**config.mk**
```make
export PLATFORM = sky130hd
export DESIGN_NAME = sync_pulse_ctrl_flat
export DESIGN_NICKNAME = d
export VERILOG_FILES = /design/src/rtl/sync_pulse_ctrl_if.sv /design/src/rtl/sync_pulse_ctrl.sv /design/src/flat_wrapper.sv
export SDC_FILE = /design/constraint.sdc
export NUM_CORES = 1
export LEC_CHECK = 0
export CAP_MARGIN = 10
export CORE_MARGIN = 2
export CORE_UTILIZATION = 45
export CTS_BUF_LIST = sky130_fd_sc_hd__clkbuf_8
export DETAILED_ROUTE_END_ITERATION = 16
export MAX_ROUTING_LAYER = met4
export PLACE_DENSITY = 0.63
export SLEW_MARGIN = 15
export SYNTH_ARGS = -nofsm -noshare
export SYNTH_HDL_FRONTEND = slang
export SYNTH_SLANG_ARGS = --single-unit
```
**constraint.sdc**
```tcl
create_clock -name clk5mhz -period 2.7 [get_ports clk5mhz]
set_clock_uncertainty 0.1 [all_clocks]
set_input_delay 0.54 -clock clk5mhz [delete_from_list [all_inputs] [get_ports clk5mhz]]
set_output_delay 0.54 -clock clk5mhz [all_outputs]
set_load 0.02 [all_outputs]
```
**src/rtl/sync_pulse_ctrl_if.sv**
```systemverilog
// MCU parallel write bus: active-low strobe plus address and data.
// The bus is fully asynchronous to the receiving clock; adr/data are held
// stable by the MCU for as long as wr_n is low.
//   wr_n : write strobe, active-low
//   adr  : register address
//   data : write data
interface sync_pulse_ctrl_if;
  logic        wr_n;
  logic [2:0]  adr;
  logic [15:0] data;

  modport master (output wr_n, adr, data);
  modport slave  (input  wr_n, adr, data);
endinterface

```
**src/rtl/sync_pulse_ctrl.sv**
```systemverilog
// Programmable delayed sync-pulse generator driven by MCU register writes.
// MCU writes are synchronised into the clk5mhz domain and stored in a small
// register file (CTRL/DELAY/WIDTH/PERIOD). A START write launches a one-shot
// or periodic pulse sequence timed in whole microseconds by the t1us tick.
//   clk5mhz  : 5 MHz system clock
//   rst_n    : asynchronous active-low reset
//   t1us     : one-cycle tick per microsecond
//   bus      : MCU write bus (wr_n, adr, data), asynchronous
//   sync_out : generated sync pulse (registered)
//   busy     : sequence in progress
//   done     : one-clock pulse at the end of a one-shot sequence
//   ctrl_rb  : {0, REPEAT, 0} debug readback
module sync_pulse_ctrl #(
  parameter int unsigned CNT_W       = 16,
  parameter int unsigned SYNC_STAGES = 2
) (
  input  logic                    clk5mhz,
  input  logic                    rst_n,
  input  logic                    t1us,
  sync_pulse_ctrl_if.slave        bus,
  output logic                    sync_out,
  output logic                    busy,
  output logic                    done,
  output logic [2:0]              ctrl_rb
);

  typedef enum logic [1:0] {IDLE, DLY, PULSE, GAP} state_t;

  localparam logic [CNT_W-1:0] ONE = CNT_W'(1);

  // synchroniser chains
  logic [SYNC_STAGES-1:0] wr_sync_q;
  logic [2:0]             adr_sync_q  [SYNC_STAGES];
  logic [15:0]            data_sync_q [SYNC_STAGES];
  logic                   wr_prev_q;

  // register file
  logic                   repeat_q;
  logic [CNT_W-1:0]       delay_q, width_q, period_q;

  // sequencer
  state_t                 state_q;
  logic [CNT_W-1:0]       cnt_q;
  logic [CNT_W-1:0]       width_w_q, period_w_q;
  logic                   sync_q, done_q;

  logic                   wr_s, wr_ev, ctrl_wr, start_req, stop_req, last_tick;
  logic [2:0]             adr_s;
  logic [15:0]            data_s;
  logic [CNT_W-1:0]       start_width, run_width, gap_len;

  always_ff @(posedge clk5mhz or negedge rst_n) begin
    if (!rst_n) begin
      wr_sync_q <= '0;
      wr_prev_q <= 1'b0;
      for (int unsigned i = 0; i < SYNC_STAGES; i++) begin
        adr_sync_q[i]  <= '0;
        data_sync_q[i] <= '0;
      end
    end else begin
      wr_sync_q      <= {wr_sync_q[SYNC_STAGES-2:0], bus.wr_n};
      wr_prev_q      <= wr_sync_q[SYNC_STAGES-1];
      adr_sync_q[0]  <= bus.adr;
      data_sync_q[0] <= bus.data;
      for (int unsigned i = 1; i < SYNC_STAGES; i++) begin
        adr_sync_q[i]  <= adr_sync_q[i-1];
        data_sync_q[i] <= data_sync_q[i-1];
      end
    end
  end

  always_comb begin
    wr_s   = wr_sync_q[SYNC_STAGES-1];
    adr_s  = adr_sync_q[SYNC_STAGES-1];
    data_s = data_sync_q[SYNC_STAGES-1];
    // falling edge of the synchronised strobe: one event per low period
    wr_ev     = !wr_s && wr_prev_q;
    ctrl_wr   = wr_ev && (adr_s == 3'd0);
    stop_req  = ctrl_wr && data_s[2];
    start_req = ctrl_wr && data_s[0] && !data_s[2];
    last_tick = t1us && (cnt_q == ONE);
    start_width = (width_q   == '0) ? ONE : width_q;
    run_width   = (width_w_q == '0) ? ONE : width_w_q;
    gap_len     = (period_w_q > width_w_q) ? (period_w_q - width_w_q) : ONE;
  end

  always_ff @(posedge clk5mhz or negedge rst_n) begin
    if (!rst_n) begin
      repeat_q <= 1'b0;
      delay_q  <= '0;
      width_q  <= '0;
      period_q <= '0;
    end else if (wr_ev) begin
      case (adr_s)
        3'd0:    repeat_q <= data_s[1];
        3'd1:    delay_q  <= CNT_W'(data_s);
        3'd2:    width_q  <= CNT_W'(data_s);
        3'd3:    period_q <= CNT_W'(data_s);
        default: ;
      endcase
    end
  end

  // The sequencer reads repeat_q and the working copies as they stand before
  // this edge, so a coincident bus write only affects later decisions.
  always_ff @(posedge clk5mhz or negedge rst_n) begin
    if (!rst_n) begin
      state_q    <= IDLE;
      cnt_q      <= '0;
      width_w_q  <= '0;
      period_w_q <= '0;
      sync_q     <= 1'b0;
      done_q     <= 1'b0;
    end else begin
      done_q <= 1'b0;
      if (stop_req) begin
        state_q <= IDLE;
        cnt_q   <= '0;
        sync_q  <= 1'b0;
      end else begin
        if (state_q != IDLE && t1us && cnt_q > ONE)
          cnt_q <= cnt_q - ONE;
        case (state_q)
          IDLE: begin
            if (start_req) begin
              width_w_q  <= width_q;
              period_w_q <= period_q;
              if (delay_q == '0) begin
                state_q <= PULSE;
                cnt_q   <= start_width;
                sync_q  <= 1'b1;
              end else begin
                state_q <= DLY;
                cnt_q   <= delay_q;
              end
            end
          end
          DLY: begin
            if (last_tick) begin
              state_q <= PULSE;
              cnt_q   <= run_width;
              sync_q  <= 1'b1;
            end
          end
          PULSE: begin
            if (last_tick) begin
              sync_q <= 1'b0;
              if (repeat_q) begin
                state_q <= GAP;
                cnt_q   <= gap_len;
              end else begin
                state_q <= IDLE;
                done_q  <= 1'b1;
              end
            end
          end
          GAP: begin
            if (last_tick) begin
              state_q <= PULSE;
              cnt_q   <= run_width;
              sync_q  <= 1'b1;
            end
          end
          default: state_q <= IDLE;
        endcase
      end
    end
  end

  assign sync_out = sync_q;
  assign done     = done_q;
  assign busy     = (state_q != IDLE);
  assign ctrl_rb  = {1'b0, repeat_q, 1'b0};

endmodule

```
**src/flat_wrapper.sv**
```systemverilog
// flat-port wrapper written by rule: the top's interface ports become plain ports
module sync_pulse_ctrl_flat 
#(
  parameter int unsigned CNT_W       = 16,
  parameter int unsigned SYNC_STAGES = 2
)
  (clk5mhz, rst_n, t1us, sync_out, busy, done, ctrl_rb, bus_wr_n, bus_adr, bus_data);
  sync_pulse_ctrl_if bus_i ();
  input  logic clk5mhz;
  input  logic rst_n;
  input  logic t1us;
  output logic sync_out;
  output logic busy;
  output logic done;
  output logic [2:0] ctrl_rb;
  input wire logic [$bits(bus_i.wr_n)-1:0] bus_wr_n;
  input wire logic [$bits(bus_i.adr)-1:0] bus_adr;
  input wire logic [$bits(bus_i.data)-1:0] bus_data;
  assign bus_i.wr_n = bus_wr_n;
  assign bus_i.adr = bus_adr;
  assign bus_i.data = bus_data;
  sync_pulse_ctrl #(.CNT_W(CNT_W), .SYNC_STAGES(SYNC_STAGES)) u_core (.clk5mhz(clk5mhz), .rst_n(rst_n), .t1us(t1us), .bus(bus_i), .sync_out(sync_out), .busy(busy), .done(done), .ctrl_rb(ctrl_rb));
endmodule
```
==> metrics, run 1 <==
Hold Path Class flip-flop to flip-flop; register area share after synthesis 52.3%; CTS clk-pin slew, worst paths ~90 ps; post-synth cell types a little under 60; final hold viol count 0; Final period util 102%; Detailed Route Iter0 Violations 474; vias between 5000 and 6000; post-route cell area roughly 8500 um^2; failing checks negative setup slack; ys async rst share 100%; syn avg cell area 10.4 um^2; Max transition margin 49.6%; Yosys reg bits ~140; Yosys top cell area share a little over half; Num Clock Sinks approximately 140; Pleak ~3.8 nW; Layout area overhead 25.2%; Post-synth top flop dfrtp_1; Hold Path Origin u_core.data_sync_q[27]; Placer Congestion 0.935; Reg2Reg Depth 10; Setup CP Type flip-flop to flip-flop; vias in the first global route between 5000 and 6000; PortBufs 26; DRC viols 0; Die Ht about 130 um; antenna viol nets, final 0; CTS root buffer clkbuf_8; CORE AREA about 15000 um^2; n_diodes 0; Avg WL per Cell 19.1 um; antenna violations before repair 0; Finished Core Util about three fifths; instance area after placement just under 8000 um^2; Layout Nets ~810; RSZ-0062 raised after global routing yes; beginning of the worst register-to-register path u_core.width_w_q[0]; cell taking the most area after synthesis dfrtp_1; Worst Path Arrival between 3000 and 4000 ps; Max Fanout on Critical Path 6; Ports 29; TritonCTS clock tree built; min Tclk post-route roughly 2800 ps; CTS buffer count 17; overall routing resource usage 24.9%; Site Rows between 40 and 50; max cap viols 0; Longest Clk Path Bufs 2; layout cells sized above 1 between 20% and 30%; worst slew pin tran roughly 750 ps; number of fill cells roughly 1300; WL final 18400 um; Starting Density a little under half; Max VDD drop roughly 0.51 mV; die area about 16000 um^2; post-DP HPWL 14100 um; first-pass GRT wire length ~30000 um; hold path depth 0; clock insertion delay at the later pin of the skew report between 400 and 500 ps; largest net degree at the start of global routing 54; grt ovf 0; pre-CTS WS -244 ps; post-synthesis cell count roughly 650; P per Cell Area 787 nW/um^2; Mapped Area a little under 7000 um^2; critical path capture point type flip-flop; worst setup path startpoint u_core.width_w_q[0]; final worst slack -58.6 ps; Post-synth EDFFs 0; WP data required roughly 3000 ps; Critical Path Start Type flip-flop; final setup vio count 3; Yosys warning total 0; result of the run finished, violations left; Pre-antenna DRT Iters 5; Max Slew Vio Count 0; Die Wd approximately 130 um; largest cells by area after synthesis dfrtp_1, mux2_2, nand2_1, ha_1, a21oi_1; post-DR vias/cell about 5.6; Fmax between 0.3 and 0.4 GHz; htree depth 4
per-stage QoR:
stage	power (W)	instances	hold WS, ps	setup TNS, ps
2_1_floorplan	0.00398	655	144	0
3_3_place_gp	0.00476	924	232	-709
3_5_place_dp	0.00479	924	236	-1930
4_1_cts	0.00658	958	254	-89.3
5_1_grt	0.00707	961	261	-928
6_report	0.00669	961	253	-87.5
what timing repair did:
action,CTS,global route
endpoints found under the setup margin,16,17
hold buffers,1,0
pin swaps,10,17
hold endpoints to repair,47,0
resized for setup,21,22
setup buffers,1,5
gates cloned,0,0
flip-flops by register name (all words and copies together), names as in the netlist, 16 cells and up:
register / cells
u_core.cnt_q: 16
u_core.data_s: 16
u_core.data_sync_q: 16
u_core.delay_q: 16
u_core.period_q: 16
u_core.period_w_q: 16
u_core.width_q: 16
u_core.width_w_q: 16
worst max-delay path, stage by stage (launching register included):
cell       delay, ps
dfrtp_1          420
ha_4             170
fa_2             380
nor2b_4          160
o31ai_4           80
a2111oi_4        390
o211ai_1         120
buf_4            190
a2111oi_4        310
o21bai_1         140
a211oi_2         220
kinds of logic after synthesis:
family                   after synthesis  share of synthesized area (%)
XOR/XNOR                              23                           2.96
buffers and inverters                 56                           3.33
AND/OR/NAND/NOR                      215                           15.3
adder cells (fa/ha/maj)               19                           3.61
other                                  1                         0.0551
AO/OA/AOI/OAI                        147                           14.1
multiplexers                          51                           8.41
flip-flops                           142                           52.3
cell usage in the layout (no fill, tap or decap), types with 6 or more instances in the layout:
master / n
a211oi_1: 13
a211oi_2: 6
a21o_1: 6
a21oi_1: 35
a31oi_1: 6
and2_1: 7
buf_4: 84
clkbuf_8: 17
clkdlybuf4s50_1: 25
dfrtp_1: 142
ha_1: 16
inv_1: 28
mux2_2: 49
nand2_1: 93
nand3_1: 9
nand4_1: 7
nor2_1: 30
nor3_1: 15
nor4_1: 15
o21a_1: 6
o21ai_0: 31
xnor2_1: 11
xor2_1: 11
where the power goes:
group	leakage (nW)	internal [W]	total, W	switching, W
Sequential	1.75	0.00245	0.00278	0.000332
Clock	0.200	0.000702	0.00168	0.000978
Combinational	1.81	0.00102	0.00224	0.00122
Total	3.76	0.00417	0.00669	0.00253
metal layers:
metal | global-route usage (%) | wire, um | up-vias
met5 | - | 0 | -
met3 | 3.29 | 684 | 30
met4 | 9.18 | 477 | 0
li1 | - | - | 2567
met1 | 34.2 | 8720 | 2648
met2 | 38.4 | 8510 | 129
cells in the mapped netlist, types with 11 or more instances:
| cell type | number |
|---|---|
| a211oi_1 | 18 |
| a21oi_1 | 39 |
| clkbuf_1 | 20 |
| dfrtp_1 | 142 |
| ha_1 | 18 |
| inv_1 | 29 |
| mux2_2 | 49 |
| nand2_1 | 93 |
| nor2_1 | 33 |
| nor3_1 | 17 |
| nor4_1 | 15 |
| o21ai_0 | 35 |
| xnor2_1 | 12 |
| xor2_1 | 11 |
path summary, 6_finish.rpt:
| path | slack [ps] | to |
|---|---|---|
| worst max-delay path | -60 | u_core.cnt_q[5] |
| worst min-delay path | 250 | u_core.data_s[11] |
| worst max register to register | -60 | u_core.cnt_q[5] |
| worst min register to register | 250 | u_core.data_s[11] |
| max in group asynchronous | 1410 | u_core.width_w_q[13] |
| min in group asynchronous | 460 | u_core.width_q[9] |
layout make-up:
type / count / area, um^2 / share of cell area (%)
clock buffer: 17 / 234 / 2.75
clock inverter: 15 / 165 / 1.94
sequential: 142 / 3550 / 41.8
multi-input combinational: 457 / 3210 / 37.8
tap: 184 / 230 / 2.71
timing repair buffer: 117 / 1000 / 11.8
inverter: 29 / 109 / 1.28
Power figures use the tool's default switching activity.
==> inputs of run 2 (changes only) <==
ABC_AREA = 1   (was unset)
MAX_ROUTING_LAYER = unset   (was met4)
==> run 2 against run 1 <==
Net effect: critical endpoint is now busy; routed wire length is 2.6% higher; via count increased by 17%; clock power rose by 7%; die area is 11% higher; first-iteration DRC count decreased by 0.63%; critical path type is now flip-flop to primary output; the run now ends clean; global-route usage down 2.6 points; sequential power about the same; cell count up 32%.
==> metrics, run 2 <==
CTS buffer count 17 (unchanged); Worst path max stage delay 550 ps (+130 ps); Die Wd 134 um (+5.6%); met3 Use GR 4.54% (+1.2 points); htree depth 4 (unchanged); post-DP HPWL 14500 um (+2.5%); Yosys reg bits 142 (unchanged); first-pass GRT wire length 31300 um (+5.3%); post-route cell area 8630 um^2 (+1.4%); Layout area overhead 13.5%; GR Layer Usage met2 36.2% (-2.1 points); most instantiated library cell after synthesis nand2_1; largest cells by area after synthesis dfrtp_1, nand2_1, inv_1, o21ai_0, nor2_1; Max VDD drop 0.530 mV (+3.9%); PortBufs 26 (unchanged); Hold Path Class flip-flop to flip-flop; critical path's slowest cell dfrtp_1; DRC viols 0 (unchanged); overall routing resource usage 22.4% (-2.6 points); vias 6311 (+17%); n_diodes 0 (unchanged); Post-synth EDFFs 0 (unchanged); post-synth cell types 39 (-34%); crit path cell chain nor2_4 > inv_1 > clkdlybuf4s50_1; Synth Area in Adders 3.23% (-0.38 points); setup bufs post-CTS 0 (-1); post-DR vias/cell 4.98 (-11%); clock insertion delay at the later pin of the skew report 450 ps (about the same); CTS root buffer clkbuf_8; TritonCTS clock tree built; Final period util 95.4% (-6.8 points); Post-synth top flop dfrtp_1; syn avg cell area 7.66 um^2 (-26%); Setup CP Type flip-flop to primary output; layout cells sized above 1 8.88% (-18 points); busiest grt layer met2; Detailed Route Iter0 Violations 471 (-0.63%); Longest Clk Path Bufs 2 (unchanged); Ports 29 (unchanged); final hold viol count 0 (unchanged); CP top delay family buffers and inverters; instance area after placement 8200 um^2 (+3.9%); WP data required 2060 ps (-920 ps); register area share after synthesis 46.7% (-5.5 points); post-synthesis cell count 993 (+52%); Max Slew Vio Count 0 (unchanged); Avg WL per Cell 14.9 um (-22%); antenna violations before repair 0 (unchanged); largest family of logic cells by synthesized area simple AND/OR/NAND/NOR gates; critical path capture point type primary output; crit path buf inv count 2 (+1); Site Rows 47 (+6.8%); Die Ht 134 um (+5.6%); final setup vio count 0 (-3); Pleak 4.47 nW (+19%); Yosys top cell area share 46.7% (-5.5 points); Setup TNS 0 ps (+87.5 ps); cell taking the most area after synthesis dfrtp_1; worst setup path startpoint u_core.state_q[0]; Yosys warning total 0 (unchanged); Power Total 0.00703 W (+5.0%); commonest non-fill, non-tap cells in the layout nand2_1, dfrtp_1, inv_1; Layout Nets 1076 (+33%); RSZ-0062 raised after global routing no; WL final 18900 um (+2.6%); Fmax 0.388 GHz (+7.1%); final non-filler cell total 1267 (+32%); CORE AREA 16500 um^2 (+13%); max cap viols 0 (unchanged); min Tclk post-route 2580 ps (-183 ps); most common cell after layout, fill and taps aside nand2_1; beginning of the worst register-to-register path u_core.width_w_q[0]; Num Clock Sinks 142 (unchanged); Pre-antenna DRT Iters 6 (+1); result of the run finished, final reports clean; placed insts 1234 (+34%); Finished Core Util 52.2% (-5.9 points); xor/xnor share of the synthesized area 1.61% (-1.3 points); Synth Area in Simple Gates 29.6% (+14 points); antenna viol nets, final 0 (unchanged); complex-gate fraction of the synthesized area 10.4% (-3.7 points); vias in the first global route 6229 (+14%); Hold Path Origin u_core.data_sync_q[24]; top post-synthesis cells by count nand2_1, dfrtp_1, inv_1; die area 17900 um^2 (+11%); Worst Path Arrival 1940 ps (-1100 ps); Placer Congestion 0.975 (+4.3%); ys async rst share 100% (unchanged); mux cell area share after synthesis 0% (-8.4 points); Mapped Area 7600 um^2 (+12%); Max Fanout on Critical Path 9 (+3); grt ovf 0 (unchanged); Critical Path Start Type flip-flop; largest net degree at the start of global routing 51 (-5.6%); routing usage on met1 29.3% (-4.8 points); Starting Density 46.0% (-0.43 points); CTS clk-pin slew, worst paths 80 ps (about the same); P per Cell Area 814 nW/um^2 (+3.5%)
==> run 2: cell types whose count changed after synthesis, moves of 11 or more <==
cell      before  now
nor2_1        33   91
inv_1         29  126
o21ai_1        0   11
a211oi_1      18    0
nor4_1        15    1
o21ai_0       35   79
mux2_2        49    0
nor3_1        17    3
nand3_1       10   55
nand2_2        0   11
nand2_1       93  307
==> run 2: layout make-up <==
cell class,count,area [um^2]
Timing Repair Buffer,50,469
Sequential cell,142,3550
Clock buffer,17,234
Clock inverter,15,185
Inverter,130,493
Tap cell,220,275
Multi-Input combinational cell,693,3420
Fill cell,1594,7890
==> run 2: final timing paths <==
path / end / slack [ps] / cells after the start
setup / recovery: busy / 120 / 3
hold / removal: u_core.data_s[8] / 240 / 0
setup reg to reg: u_core.cnt_q[0] / 280 / 15
hold reg to reg: u_core.data_s[8] / 240 / 0
max in group asynchronous: u_core.cnt_q[9] / 1380 / 3
min in group asynchronous: u_core.data_s[12] / 490 / 2
==> run 2: cells by family after synthesis <==
family,Yosys count
AO/OA/AOI/OAI,151
XOR/XNOR,14
adder cells (fa/ha/maj),19
buffers and inverters,159
flip-flops,142
other,1
AND/OR/NAND/NOR,507
==> run 2: timing repair <==
item | CTS | global route
hold buffers | 1 | 0
endpoints found under the hold margin | 48 | 0
resized for setup | 1 | 0
setup endpoints to repair | 1 | 0
==> run 2: per-stage QoR <==
step                      worst slack (ps)  hold WS (ps)
after floorplan                        544           144
after global placement                 219           232
after detailed placement               222           235
after CTS                             81.5           249
after global routing                  28.7           249
final                                  125           243
==> run 2: layer usage <==
metal	up-vias	wire (um)
li1	3196	-
met1	2898	8530
met2	172	8740
met3	45	944
met4	0	677
met5	-	0
==> run 2: power by group <==
group	switching [W]	internal [W]
Combinational	0.00158	0.000879
Clock	0.000872	0.000926
Sequential	0.000312	0.00246
==> inputs of run 3 (changes only) <==
GPL_ROUTABILITY_DRIVEN = 0   (was unset)
==> run 3 against run 2 <==
Net effect: sequential cell count did not move; fmax fell by 0.95%; combinational power fell by 2%; final area fell by 0.19%; worst setup slack got worse by 25 ps; non-clock buffer count fell by 3; routed wire length fell by 3.8%; core utilization fell by 0.098 points; worst hold slack improved by 3.9 ps; global-route usage fell by 0.87 points; first-iteration DRC count rose by 18%; critical endpoint unchanged; largest cell class unchanged.
==> metrics, run 3 (synthesized netlist as in run 2, its figures left out) <==
critical path capture point type primary output; TritonCTS clock tree built; Fmax 0.385 GHz (-0.95%); RSZ-0062 raised after global routing no; Avg WL per Cell 14.4 um (-3.5%); final setup vio count 0 (unchanged); CORE AREA 16500 um^2 (unchanged); antenna viol nets, final 0 (unchanged); Max Fanout on Critical Path 9 (unchanged); vias in the first global route 5775 (-7.3%); Pre-antenna DRT Iters 6 (unchanged); CTS root buffer clkbuf_8; Die Ht 134 um (unchanged); Setup TNS 0 ps (unchanged); Starting Density 46.0% (unchanged); overall routing resource usage 21.5% (-0.87 points); Detailed Route Iter0 Violations 558 (+18%); largest net degree at the start of global routing 63 (+24%); flip-flop and latch area 3550 um^2 (unchanged); result of the run finished, final reports clean; Die Wd 134 um (unchanged); n_diodes 0 (unchanged); die area 17900 um^2 (unchanged); max cap viols 0 (unchanged); min Tclk post-route 2600 ps (+24.8 ps); CTS buffer count 17 (unchanged); Max transition margin 35.1%; Hold Path Class flip-flop to flip-flop; first-pass GRT wire length 29800 um (-4.7%); vias 6262 (-0.78%); PortBufs 26 (unchanged); clock insertion delay at the later pin of the skew report 460 ps (about the same); Power Total 0.00704 W (+0.22%); Num Clock Sinks 142 (unchanged); post-DR vias/cell 4.95 (-0.54%); layout cells sized above 1 8.52% (-0.36 points); Max Slew Vio Count 0 (unchanged); Critical Path Start Type flip-flop; multi-input logic area 3420 um^2 (unchanged); Layout area overhead 13.3%; number of fill cells 1607 (+0.82%); htree depth 4 (unchanged); antenna violations before repair 0 (unchanged); WP data required 2060 ps (about the same); Worst Path Arrival 1960 ps (+20 ps); WL final 18200 um (-3.8%); Final period util 96.3% (+0.92 points); Pleak 4.48 nW (+0.12%); Max VDD drop 0.468 mV (-12%); Longest Clk Path Bufs 2 (unchanged); Ports 29 (unchanged); worst slew pin tran between 900 and 1000 ps; Site Rows 47 (unchanged); Setup CP Type flip-flop to primary output; commonest non-fill, non-tap cells in the layout nand2_1, dfrtp_1, inv_1; post-DP HPWL 13700 um (-5.1%); Layout Nets 1073 (-0.28%); final hold viol count 0 (unchanged); final non-filler cell total 1264 (-0.24%); CTS clk-pin slew, worst paths 80 ps (about the same); placed insts 1231 (-0.24%); grt ovf 0 (unchanged); most common cell after layout, fill and taps aside nand2_1; P per Cell Area 818 nW/um^2 (+0.41%); DRC viols 0 (unchanged)
run 3: cell count changes in the layout (fill, tap and decap cells not counted), sizes merged:
cell / before / now
buf: 24 / 21
clkinvlp: 3 / 0
clkbuf: 17 / 18
clkinv: 5 / 6
bufinv: 3 / 4
run 3: final timing paths:
check / start / end / slack, ps / cells past startpoint
min: u_core.data_sync_q[27] / u_core.data_s[11] / 250 / 0
max reg2reg: u_core.width_w_q[0] / u_core.cnt_q[0] / 320 / 14
max in group asynchronous: rst_n / u_core.cnt_q[1] / 1240 / 3
max: u_core.state_q[0] / busy / 100 / 3
min reg2reg: u_core.data_sync_q[27] / u_core.data_s[11] / 250 / 0
min in group asynchronous: rst_n / u_core.data_sync_q[27] / 510 / 2
run 3: routing by layer:
layer | wire [um] | vias to the layer above | GRT usage (%)
li1 | - | 3190 | -
met1 | 8460 | 2887 | 29.9
met3 | 972 | 29 | 4.12
met4 | 354 | 0 | 7.68
met5 | 0 | - | 0
met2 | 8390 | 156 | 33.8
run 3: per-stage QoR:
stage               area (um^2)  worst slack, ps  hold slack, ps  util, %
floorplan                  7610              544             144        -
global placement           8160              214             232     49.4
detailed placement         8160              213             235     49.4
global route               8620             60.0             258     52.1
CTS                        8620              107             254     52.1
finish                     8620             99.8             247     52.1
run 3: power by group:
| part | switching [W] | internal (W) | total (W) |
|---|---|---|---|
| combinational | 0.00154 | 0.000857 | 0.00240 |
| clock | 0.000844 | 0.00103 | 0.00188 |
| sequential | 0.000304 | 0.00246 | 0.00277 |
run 3: critical path, cell delays in order (launching register included):
cell,delay (ps)
dfrtp_1,550
nor2_4,310
inv_1,90
clkdlybuf4s50_1,550
run 3: final cells by class:
type	instances	share of cell area (%)
clock buffer	18	2.88
clock inverter	14	2.21
inverter	130	5.72
multi-input combinational	693	39.7
sequential	142	41.2
tap	220	3.19
timing repair buffer	47	5.04
run 3: what timing repair did:
action                                  CTS  global route
buffers inserted                          0             0
hold buffers                              1             0
endpoints found under the setup margin    1             0
endpoints found under the hold margin    59             0
gates resized for setup                   1             0
